<file path="src/rtl/demod_pkg.sv">
// Shared types and constants for the 16QAM demodulator parallel-to-serial slice.
package demod_pkg;

  localparam int SYM_W = 4;               // bits per 16QAM symbol
  localparam int IDX_W = $clog2(SYM_W);   // bit index width inside a symbol

  typedef enum logic {
    IDLE  = 1'b0,
    SHIFT = 1'b1
  } state_t;

endpackage

</file>
<file path="src/rtl/demod_p2s_ctrl_if.sv">
// Symbol handshake between the demapper (master) and the P2S controller (slave).
interface demod_p2s_ctrl_if;
  import demod_pkg::*;

  logic [SYM_W-1:0] sym_in;
  logic             sym_valid;
  logic             sym_ready;

  modport master (output sym_in, output sym_valid, input  sym_ready);
  modport slave  (input  sym_in, input  sym_valid, output sym_ready);

endinterface

</file>
<file path="src/rtl/demod_sym_fifo.sv">
// Small synchronous symbol FIFO. Read data is the head entry straight out of
// the storage registers, so it is already valid on the edge that pops it.
module demod_sym_fifo
  import demod_pkg::*;
#(
  parameter int DEPTH = 4
) (
  input  logic             sys_clk,
  input  logic             reset,
  input  logic             push,
  input  logic [SYM_W-1:0] wr_data,
  input  logic             pop,
  output logic [SYM_W-1:0] rd_data,
  output logic             full,
  output logic             empty
);

  localparam int AW = $clog2(DEPTH);
  localparam logic [AW:0] FULL_CNT = (AW+1)'(DEPTH);

  logic [SYM_W-1:0] mem [DEPTH];
  logic [AW-1:0]    wr_ptr, rd_ptr;
  logic [AW:0]      count;
  logic             do_push, do_pop;

  assign full    = (count == FULL_CNT);
  assign empty   = (count == '0);
  assign do_push = push & ~full;
  assign do_pop  = pop & ~empty;
  assign rd_data = mem[rd_ptr];

  // Pointer and occupancy bookkeeping; pointers wrap naturally at DEPTH.
  always_ff @(posedge sys_clk) begin
    if (reset) begin
      wr_ptr <= '0;
      rd_ptr <= '0;
      count  <= '0;
    end else begin
      if (do_push) wr_ptr <= wr_ptr + AW'(1);
      if (do_pop)  rd_ptr <= rd_ptr + AW'(1);
      case ({do_push, do_pop})
        2'b10:   count <= count + (AW+1)'(1);
        2'b01:   count <= count - (AW+1)'(1);
        default: count <= count;
      endcase
    end
  end

  // Storage write; contents need no reset since count gates every read.
  always_ff @(posedge sys_clk) begin
    if (do_push) mem[wr_ptr] <= wr_data;
  end

endmodule

</file>
<file path="src/rtl/demod_p2s_ctrl.sv">
// Parallel-to-serial scheduler: buffers demapped symbols and shifts each one
// out MSB-first at a programmable bit period, with bit/symbol strobes.
module demod_p2s_ctrl
  import demod_pkg::*;
#(
  parameter int DEPTH = 4,
  parameter int DIV_W = 8
) (
  input  logic             sys_clk,
  input  logic             reset,
  input  logic             enable,
  input  logic [DIV_W-1:0] bit_div,
  demod_p2s_ctrl_if.slave  sym_if,
  output logic             serial,
  output logic             bit_strobe,
  output logic             sym_start,
  output logic             busy,
  output logic             underrun,
  input  logic             clr_flags
);

  state_t           state_q, state_d;
  logic [DIV_W-1:0] div_q, div_d;
  logic [DIV_W-1:0] tick_q, tick_d;
  logic [IDX_W-1:0] idx_q, idx_d;
  logic [SYM_W-1:0] sh_q, sh_d;     // remaining bits, next bit at MSB
  logic             serial_d, strobe_d, start_d;
  logic             urun_set, load_sym, pop;
  logic             full, empty;
  logic [SYM_W-1:0] fifo_rd;

  assign sym_if.sym_ready = ~full;
  assign busy             = (state_q == SHIFT);

  demod_sym_fifo #(.DEPTH(DEPTH)) u_fifo (
    .sys_clk (sys_clk),
    .reset   (reset),
    .push    (sym_if.sym_valid),
    .wr_data (sym_if.sym_in),
    .pop     (pop),
    .rd_data (fifo_rd),
    .full    (full),
    .empty   (empty)
  );

  // Next-state and next-output decode; a symbol load looks the same from IDLE
  // and from the last bit of SHIFT, which is what makes back-to-back gapless.
  always_comb begin
    state_d  = state_q;
    serial_d = serial;
    strobe_d = 1'b0;
    start_d  = 1'b0;
    tick_d   = tick_q;
    idx_d    = idx_q;
    sh_d     = sh_q;
    div_d    = div_q;
    urun_set = 1'b0;
    load_sym = 1'b0;
    case (state_q)
      IDLE: begin
        serial_d = 1'b0;
        if (enable && !empty) load_sym = 1'b1;
      end
      SHIFT: begin
        if (tick_q != '0) begin
          tick_d = tick_q - DIV_W'(1);
        end else if (idx_q != '0) begin
          idx_d    = idx_q - IDX_W'(1);
          serial_d = sh_q[SYM_W-1];
          sh_d     = {sh_q[SYM_W-2:0], 1'b0};
          strobe_d = 1'b1;
          tick_d   = div_q;
        end else if (enable && !empty) begin
          load_sym = 1'b1;
        end else begin
          state_d  = IDLE;
          serial_d = 1'b0;
          urun_set = enable;
        end
      end
      default: state_d = IDLE;
    endcase
    pop = load_sym;
    if (load_sym) begin
      state_d  = SHIFT;
      div_d    = bit_div;
      tick_d   = bit_div;
      idx_d    = IDX_W'(SYM_W-1);
      serial_d = fifo_rd[SYM_W-1];
      sh_d     = {fifo_rd[SYM_W-2:0], 1'b0};
      strobe_d = 1'b1;
      start_d  = 1'b1;
    end
  end

  // State, datapath and output registers; underrun set beats clear.
  always_ff @(posedge sys_clk) begin
    if (reset) begin
      state_q    <= IDLE;
      div_q      <= '0;
      tick_q     <= '0;
      idx_q      <= '0;
      sh_q       <= '0;
      serial     <= 1'b0;
      bit_strobe <= 1'b0;
      sym_start  <= 1'b0;
      underrun   <= 1'b0;
    end else begin
      state_q    <= state_d;
      div_q      <= div_d;
      tick_q     <= tick_d;
      idx_q      <= idx_d;
      sh_q       <= sh_d;
      serial     <= serial_d;
      bit_strobe <= strobe_d;
      sym_start  <= start_d;
      if (urun_set)       underrun <= 1'b1;
      else if (clr_flags) underrun <= 1'b0;
    end
  end

endmodule
</file>
<file path="src/flat_wrapper.sv">
// flat-port wrapper written by rule: the top's interface ports become plain ports
module demod_p2s_ctrl_flat import demod_pkg::*;
#(
  parameter int DEPTH = 4,
  parameter int DIV_W = 8
)
  (sys_clk, reset, enable, bit_div, serial, bit_strobe, sym_start, busy, underrun, clr_flags, sym_if_sym_in, sym_if_sym_valid, sym_if_sym_ready);
  demod_p2s_ctrl_if sym_if_i ();
  input  logic sys_clk;
  input  logic reset;
  input  logic enable;
  input  logic [DIV_W-1:0] bit_div;
  output logic serial;
  output logic bit_strobe;
  output logic sym_start;
  output logic busy;
  output logic underrun;
  input  logic clr_flags;
  input wire logic [$bits(sym_if_i.sym_in)-1:0] sym_if_sym_in;
  input wire logic [$bits(sym_if_i.sym_valid)-1:0] sym_if_sym_valid;
  output wire logic [$bits(sym_if_i.sym_ready)-1:0] sym_if_sym_ready;
  assign sym_if_i.sym_in = sym_if_sym_in;
  assign sym_if_i.sym_valid = sym_if_sym_valid;
  assign sym_if_sym_ready = sym_if_i.sym_ready;
  demod_p2s_ctrl #(.DEPTH(DEPTH), .DIV_W(DIV_W)) u_core (.sys_clk(sys_clk), .reset(reset), .enable(enable), .bit_div(bit_div), .sym_if(sym_if_i), .serial(serial), .bit_strobe(bit_strobe), .sym_start(sym_start), .busy(busy), .underrun(underrun), .clr_flags(clr_flags));
endmodule
</file>
<file path="config.mk">
export PLATFORM = sky130hd
export DESIGN_NAME = demod_p2s_ctrl_flat
export DESIGN_NICKNAME = d
export VERILOG_FILES = /design/src/rtl/demod_pkg.sv /design/src/rtl/demod_p2s_ctrl_if.sv /design/src/rtl/demod_sym_fifo.sv /design/src/rtl/demod_p2s_ctrl.sv /design/src/flat_wrapper.sv
export SDC_FILE = /design/constraint.sdc
export NUM_CORES = 1
export LEC_CHECK = 0
export ABC_CLOCK_PERIOD_IN_PS = 2740
export CAP_MARGIN = 25
export CORE_UTILIZATION = 51
export CTS_CLUSTER_DIAMETER = 50
export CTS_CLUSTER_SIZE = 30
export DETAILED_ROUTE_END_ITERATION = 8
export PLACE_DENSITY = 0.75
export SLEW_MARGIN = 20
export SYNTH_ARGS = -nofsm -noshare
export SYNTH_HDL_FRONTEND = slang
export SYNTH_SLANG_ARGS = --single-unit
</file>
<file path="constraint.sdc">
create_clock -name sys_clk -period 2.74 [get_ports sys_clk]
set_input_delay 0.548 -clock sys_clk [delete_from_list [all_inputs] [get_ports sys_clk]]
set_output_delay 0.548 -clock sys_clk [all_outputs]
set_load 0.02 [all_outputs]
</file>
==> results of run 1 <==
[per-stage QoR]
step	util	hold WS [ns]	TNS (ns)	total power (uW)	cell area, um2
after CTS	0.635	0.485	0	3160	2860
after detailed placement	0.615	0.472	0	2710	2770
final	0.642	0.480	0	3220	2890
after global placement	0.615	0.456	0	2680	2770
after floorplan	-	0.451	0	2280	2460
after global routing	0.642	0.494	-0.00567	3450	2890
[final cells by class]
| class | count | area, um2 | area share |
|---|---|---|---|
| clock inverter | 3 | 22.5 | 0.00779 |
| inverter | 17 | 63.8 | 0.0221 |
| multi-input combinational | 159 | 1120 | 0.389 |
| timing repair buffer | 41 | 363 | 0.125 |
| sequential | 51 | 1180 | 0.409 |
| clock buffer | 5 | 68.8 | 0.0238 |
| tap | 52 | 65.1 | 0.0225 |
[synthesized netlist by cell type (3+ instances only)]
cell type,count,share of area
nand2_1,11,0.017
inv_1,17,0.026
nor3_1,5,0.010
nand3_1,16,0.033
dfxtp_1,35,0.28
ha_1,7,0.036
and3_1,4,0.010
nor2_1,14,0.021
edfxtp_1,16,0.20
a211oi_1,5,0.015
mux4_2,4,0.037
o21ai_0,19,0.039
a31oi_1,6,0.015
xor2_1,3,0.011
or3_1,5,0.013
a21oi_1,23,0.047
nand2b_1,3,0.0076
[what timing repair did]
action	4_1_cts	5_1_grt
gates resized for setup	0	8
endpoints found under the setup margin	0	1
setup buffers	0	2
endpoints found under the hold margin	0	0
[cells by family (layout without fill, tap and decap cells)]
group	after synthesis	after routing	share of synthesized area
and+or+nand+nor	71	71	0.162
AOI/OAI and AO/OA	69	69	0.183
DFF	51	51	0.479
buffers and inverters	28	66	0.0696
adders and majority gates	8	8	0.0437
muxes	6	6	0.0447
xor gates and xnor gates	5	5	0.0178
[worst max-delay path: stages (launching register included)]
cell	delay (ns)
dfxtp_2	0.34
inv_1	0.08
ha_2	0.18
or4b_4	0.49
o21ai_4	0.16
nand2_2	0.08
inv_2	0.06
ha_2	0.17
inv_1	0.05
fa_2	0.33
xor2_1	0.15
or3_1	0.31
a21oi_1	0.13
[report_power, final]
group	switching [uW]	internal [uW]
logic	918	749
clock network	261	184
registers	136	973
[state kept, by name, indices dropped and copies added, names as in the netlist, 2 cells and up, named ones only]
| name | cells |
|---|---|
| u_core.sh_q | 3 |
| u_core.u_fifo.mem | 16 |
| u_core.u_fifo.wr_ptr | 2 |
| u_core.u_fifo.count | 3 |
| u_core.u_fifo.rd_ptr | 2 |
| u_core.idx_q | 2 |
| u_core.tick_q | 8 |
| u_core.div_q | 8 |
[path summary, 6_finish.rpt]
path / depth (start not counted) / slack, ns / startpoint / to
setup / recovery: 12 / 0.15 / u_core.tick_q[0] / u_core.u_fifo.count[2]
hold / removal: 2 / 0.48 / u_core.serial / u_core.serial
hold reg to reg: 2 / 0.48 / u_core.serial / u_core.serial
setup reg to reg: 12 / 0.15 / u_core.tick_q[0] / u_core.u_fifo.count[2]
[per-layer routing]
layer / routed length (um) / track usage / vias up
li1: - / - / 946
met1: 2280 / 0.255 / 900
met2: 2530 / 0.377 / 35
met3: 131 / 0.0338 / 2
met4: 35 / 0.0697 / 0
met5: 0 / 0 / -
==> results.py, run 1 <==
metrics = {
    "grt": {
        "grt_pass1_wl_um": 8320,
        "first_global_vias": 1868,
        "overflow": 0,
        "track_usage": 0.209,
        "grt_max_degree": 23,
        "antenna_found_initial": 0,
    },
    "drt": {
        "drt_iter0_drc": 122,
        "wl_per_cell_um": 15.2,
        "first_pass_iters": 4,
        "drc": 0,
        "avgViaCountPerCell": 5.74,
        "ant_nets": 0,
        "totalWireLength_um": 4980,
        "vias": 1883,
    },
    "floorplanning": {
        "die_area_um2": 5110,
        "die_w_um": 71.5,
        "floorplan.initialDensity": 0.547,
        "ios": 23,
        "die_y_um": 71.5,
        "std_cell_rows": 24,
        "core_um2": 4500,
    },
    "cts": {
        "cts_hold_buf": 0,
        "h-tree-depth": 2,
        "cts_root_buffer": "clkbuf_8",
        "cts_tree": "done",
        "clockBufferDepth": 2,
        "numCtsBuffers": 5,
        "clk_pin_slew_ns": 0.10,
        "clk_latency_ns": 0.31,
        "clkSinkCount": 51,
    },
    "run_status": {
        "status": "finished clean",
    },
    "timing": {
        "clock-skew-final_ns": 0.00913,
        "worst_slack_ns": 0.147,
        "post-route-min-period_ns": 2.59,
        "fmax_mhz": 386,
        "setup_violations": 0,
        "tightest_slew_ns": 0.795,
        "finalCritPeriodShare": 0.946,
        "hold_viol_final": 0,
        "slew_violations": 0,
        "relSlewSlack": 0.468,
    },
    "hold_path": {
        "holdCritPathClass": "reg -> reg",
    },
    "place": {
        "dpl.cell_count": 318,
        "place_ws_ns": 0.0702,
        "hpwl_um": 3510,
        "numPortBuffers": 22,
        "gp_congestion": 0.869,
    },
    "final_layout": {
        "nets": 300,
        "stdcell_count": 328,
        "fill_cells": 359,
        "diodes": 0,
        "final_cell_mix": "33 x dfxtp_1, 23 x a21oi_1, 22 x clkdlybuf4s50_1, 19 x o21ai_0, 19 x buf_4",
        "layout_commonest_cell": "dfxtp_1",
        "layout-drive-gt1-share": 0.185,
        "synthToLayoutAreaGrowth_pct": 17.4,
    },
    "job": {
        "max_cap_violations": 0,
    },
    "setup_path": {
        "required_ns": 2.98,
        "cp_max_fo": 4,
        "crit_path_end_kind": "register",
        "crit_arrival_ns": 2.83,
        "cp-start-kind": "register",
        "path_class": "reg -> reg",
    },
    "synthesis": {
        "synthCells": 238,
        "postSynthAreaPerCell_um2": 10.4,
        "seq_area_frac_synth": 0.479,
        "syn_area_um2": 2460,
        "synthDistinctLibCells": 54,
        "synthFlopType": "dfxtp_1",
        "yosys_register_bits": 51,
        "synth-edff-count": 16,
        "synthArstFlopShare": 0,
        "syn_nets": 263,
        "ys_warn_count": 0,
    },
    "power_and_ir_drop": {
        "peakVddDrop_v": 0.000420,
        "p_leak_uw": 0.00104,
        "power.density_nw_per_um2": 1110,
    },
}
(Power assumes the default switching activity.)
==> run 2, diff against run 1 <==
--- a/config.mk
+++ b/config.mk
@@ -7,6 +7,7 @@
 export LEC_CHECK = 0
 export ABC_CLOCK_PERIOD_IN_PS = 2740
 export CAP_MARGIN = 25
+export CORE_MARGIN = 5
 export CORE_UTILIZATION = 51
 export CTS_CLUSTER_DIAMETER = 50
 export CTS_CLUSTER_SIZE = 30
==> constraint.sdc (replaced) <==
create_clock -name sys_clk -period 2.74 [get_ports sys_clk]
set_input_delay 0.548 -clock sys_clk [delete_from_list [all_inputs] [get_ports sys_clk]]
set_output_delay 0.548 -clock sys_clk [all_outputs]
set_load 0.05 [all_outputs]
==> run 2 against run 1 <==
- sequential power about the same
- worst hold slack worse by 0.0057 ns
- clock skew shrank 0.0013 ns
- non-clock buffer count decreased by 2
- global-route usage is 3.0 points lower
- design area fell by 0.43%
==> results.py, run 2 (synthesized netlist as in run 1, its figures left out) <==
metrics = {
    "setup_path": {
        "cp_max_fo": 4,
        "crit_arrival_ns": 2.86,
        "r2r_cells": 12,
        "timing.rr.end": "u_core.u_fifo.count[2]",
        "cp-start-kind": "register",
        "required_ns": 2.99,
        "ff2ff_setup_slack_ns": 0.12,
        "crit_path_end_kind": "register",
        "path_class": "reg -> reg",
        "crit_start": "u_core.tick_q[0]",
        "r2r_start": "u_core.tick_q[0]",
    },
    "power_and_ir_drop": {
        "peakVddDrop_v": 0.000478,
        "power.density_nw_per_um2": 1140,
        "p_leak_uw": 0.00103,
        "total_power_uw": 3280,
    },
    "floorplanning": {
        "die_y_um": 79.5,
        "std_cell_rows": 25,
        "die_area_um2": 6320,
        "core_um2": 4690,
        "ios": 23,
        "die_w_um": 79.5,
        "floorplan.initialDensity": 0.525,
    },
    "timing": {
        "clock-skew-final_ns": 0.00787,
        "finalCritPeriodShare": 0.955,
        "rsz0062_at_grt": "no",
        "slew_violations": 0,
        "hold_viol_final": 0,
        "setup_violations": 0,
        "post-route-min-period_ns": 2.62,
        "whs_ns": 0.474,
        "tightest_slew_ns": 0.700,
        "setup_tns_ns": 0,
        "fmax_mhz": 382,
        "relSlewSlack": 0.534,
    },
    "final_layout": {
        "synthToLayoutAreaGrowth_pct": 16.9,
        "seq_area_um2": 1180,
        "top_register": "u_core.u_fifo.mem",
        "diodes": 0,
        "fill_cells": 406,
        "largest_reg_flops": 16,
        "final_cell_mix": "33 x dfxtp_1, 23 x a21oi_1, 22 x clkdlybuf4s50_1, 19 x o21ai_0, 17 x buf_4",
        "nets": 298,
        "top_regs": "u_core.u_fifo.mem x16, u_core.div_q x8, u_core.tick_q x8",
        "multi_input_comb_area_um2": 1120,
        "fin_util": 0.614,
        "layout_commonest_cell": "dfxtp_1",
        "layout-drive-gt1-share": 0.179,
    },
    "grt": {
        "first_global_vias": 1941,
        "grt_pass1_wl_um": 8820,
        "grt.busiest_layer": "met2",
        "globalRouteMet3Util": 0.0339,
        "grt_max_degree": 36,
        "grt.met2_usage": 0.312,
        "antenna_found_initial": 0,
        "track_usage": 0.178,
        "use_met1": 0.213,
        "overflow": 0,
    },
    "hold_path": {
        "holdCritStartpoint": "u_core.underrun",
        "min_to": "u_core.underrun",
        "holdCritPathClass": "reg -> reg",
        "holdPathStages": 2,
    },
    "drt": {
        "ant_nets": 0,
        "avgViaCountPerCell": 5.85,
        "drc": 0,
        "wl_per_cell_um": 15.7,
        "vias": 1918,
        "first_pass_iters": 4,
        "totalWireLength_um": 5170,
        "drt_iter0_drc": 67,
    },
    "job": {
        "max_cap_violations": 0,
    },
    "cts": {
        "h-tree-depth": 2,
        "clkSinkCount": 51,
        "cts_root_buffer": "clkbuf_8",
        "clk_pin_slew_ns": 0.09,
        "clockBufferDepth": 2,
        "clk_latency_ns": 0.32,
        "numCtsBuffers": 5,
        "cts_hold_buf": 0,
        "cts_tree": "done",
    },
    "place": {
        "hpwl_um": 3560,
        "gp_congestion": 0.883,
        "numPortBuffers": 22,
    },
    "run_status": {
        "status": "finished clean",
    },
}
run 2: worst max-delay path: stages, from the launching register on:
cell and delay (ns):
dfxtp_2 0.34, inv_1 0.07, ha_1 0.16, or4b_4 0.49, o21ai_4 0.17, nand2_2 0.08
inv_2 0.06, ha_2 0.16, inv_1 0.05, fa_1 0.37, xor2_1 0.16, or3_1 0.31
a21oi_1 0.13
run 2: worst max-delay path by stage:
stage / endpoint / slack (ns) / depth (start not counted)
floorplan: u_core.u_fifo.count[2] / 0.03 / 12
global placement: u_core.u_fifo.count[2] / 0.15 / 12
detailed placement: u_core.u_fifo.count[2] / 0.08 / 12
CTS: u_core.u_fifo.count[2] / 0.03 / 12
global route: u_core.u_fifo.count[2] / 0.02 / 12
finish: u_core.u_fifo.count[2] / 0.12 / 12
run 2: where the power goes:
group	switching [uW]	leakage [uW]	internal (uW)
sequential	137	0.000434	974
clock	270	0.0000452	187
combinational	977	0.000555	737
run 2: cell type report:
class	instances	share of cell area
Timing Repair Buffer	39	0.121
Multi-Input combinational cell	159	0.390
Tap cell	54	0.0235
Sequential cell	51	0.411
Inverter	17	0.0222
Clock buffer	5	0.0239
Clock inverter	3	0.00869
run 2: timing repair:
action,CTS,global route
endpoints found under the setup margin,0,1
resized for setup,0,8
setup buffers,0,1
run 2: per-stage QoR:
stage | std cells | worst slack, ns | instance area, um2
finish | 328 | 0.123 | 2880
global route | 328 | 0.0188 | 2880
CTS | 327 | 0.0318 | 2860
detailed placement | 319 | 0.0795 | 2760
global placement | 319 | 0.148 | 2760
floorplan | 238 | 0.0309 | 2460
run 2: routing by layer:
layer | vias up | part of all wire
met1 | 926 | 0.43
met5 | - | 0
met2 | 37 | 0.52
met3 | 8 | 0.044
met4 | 0 | 0.014
li1 | 947 | -
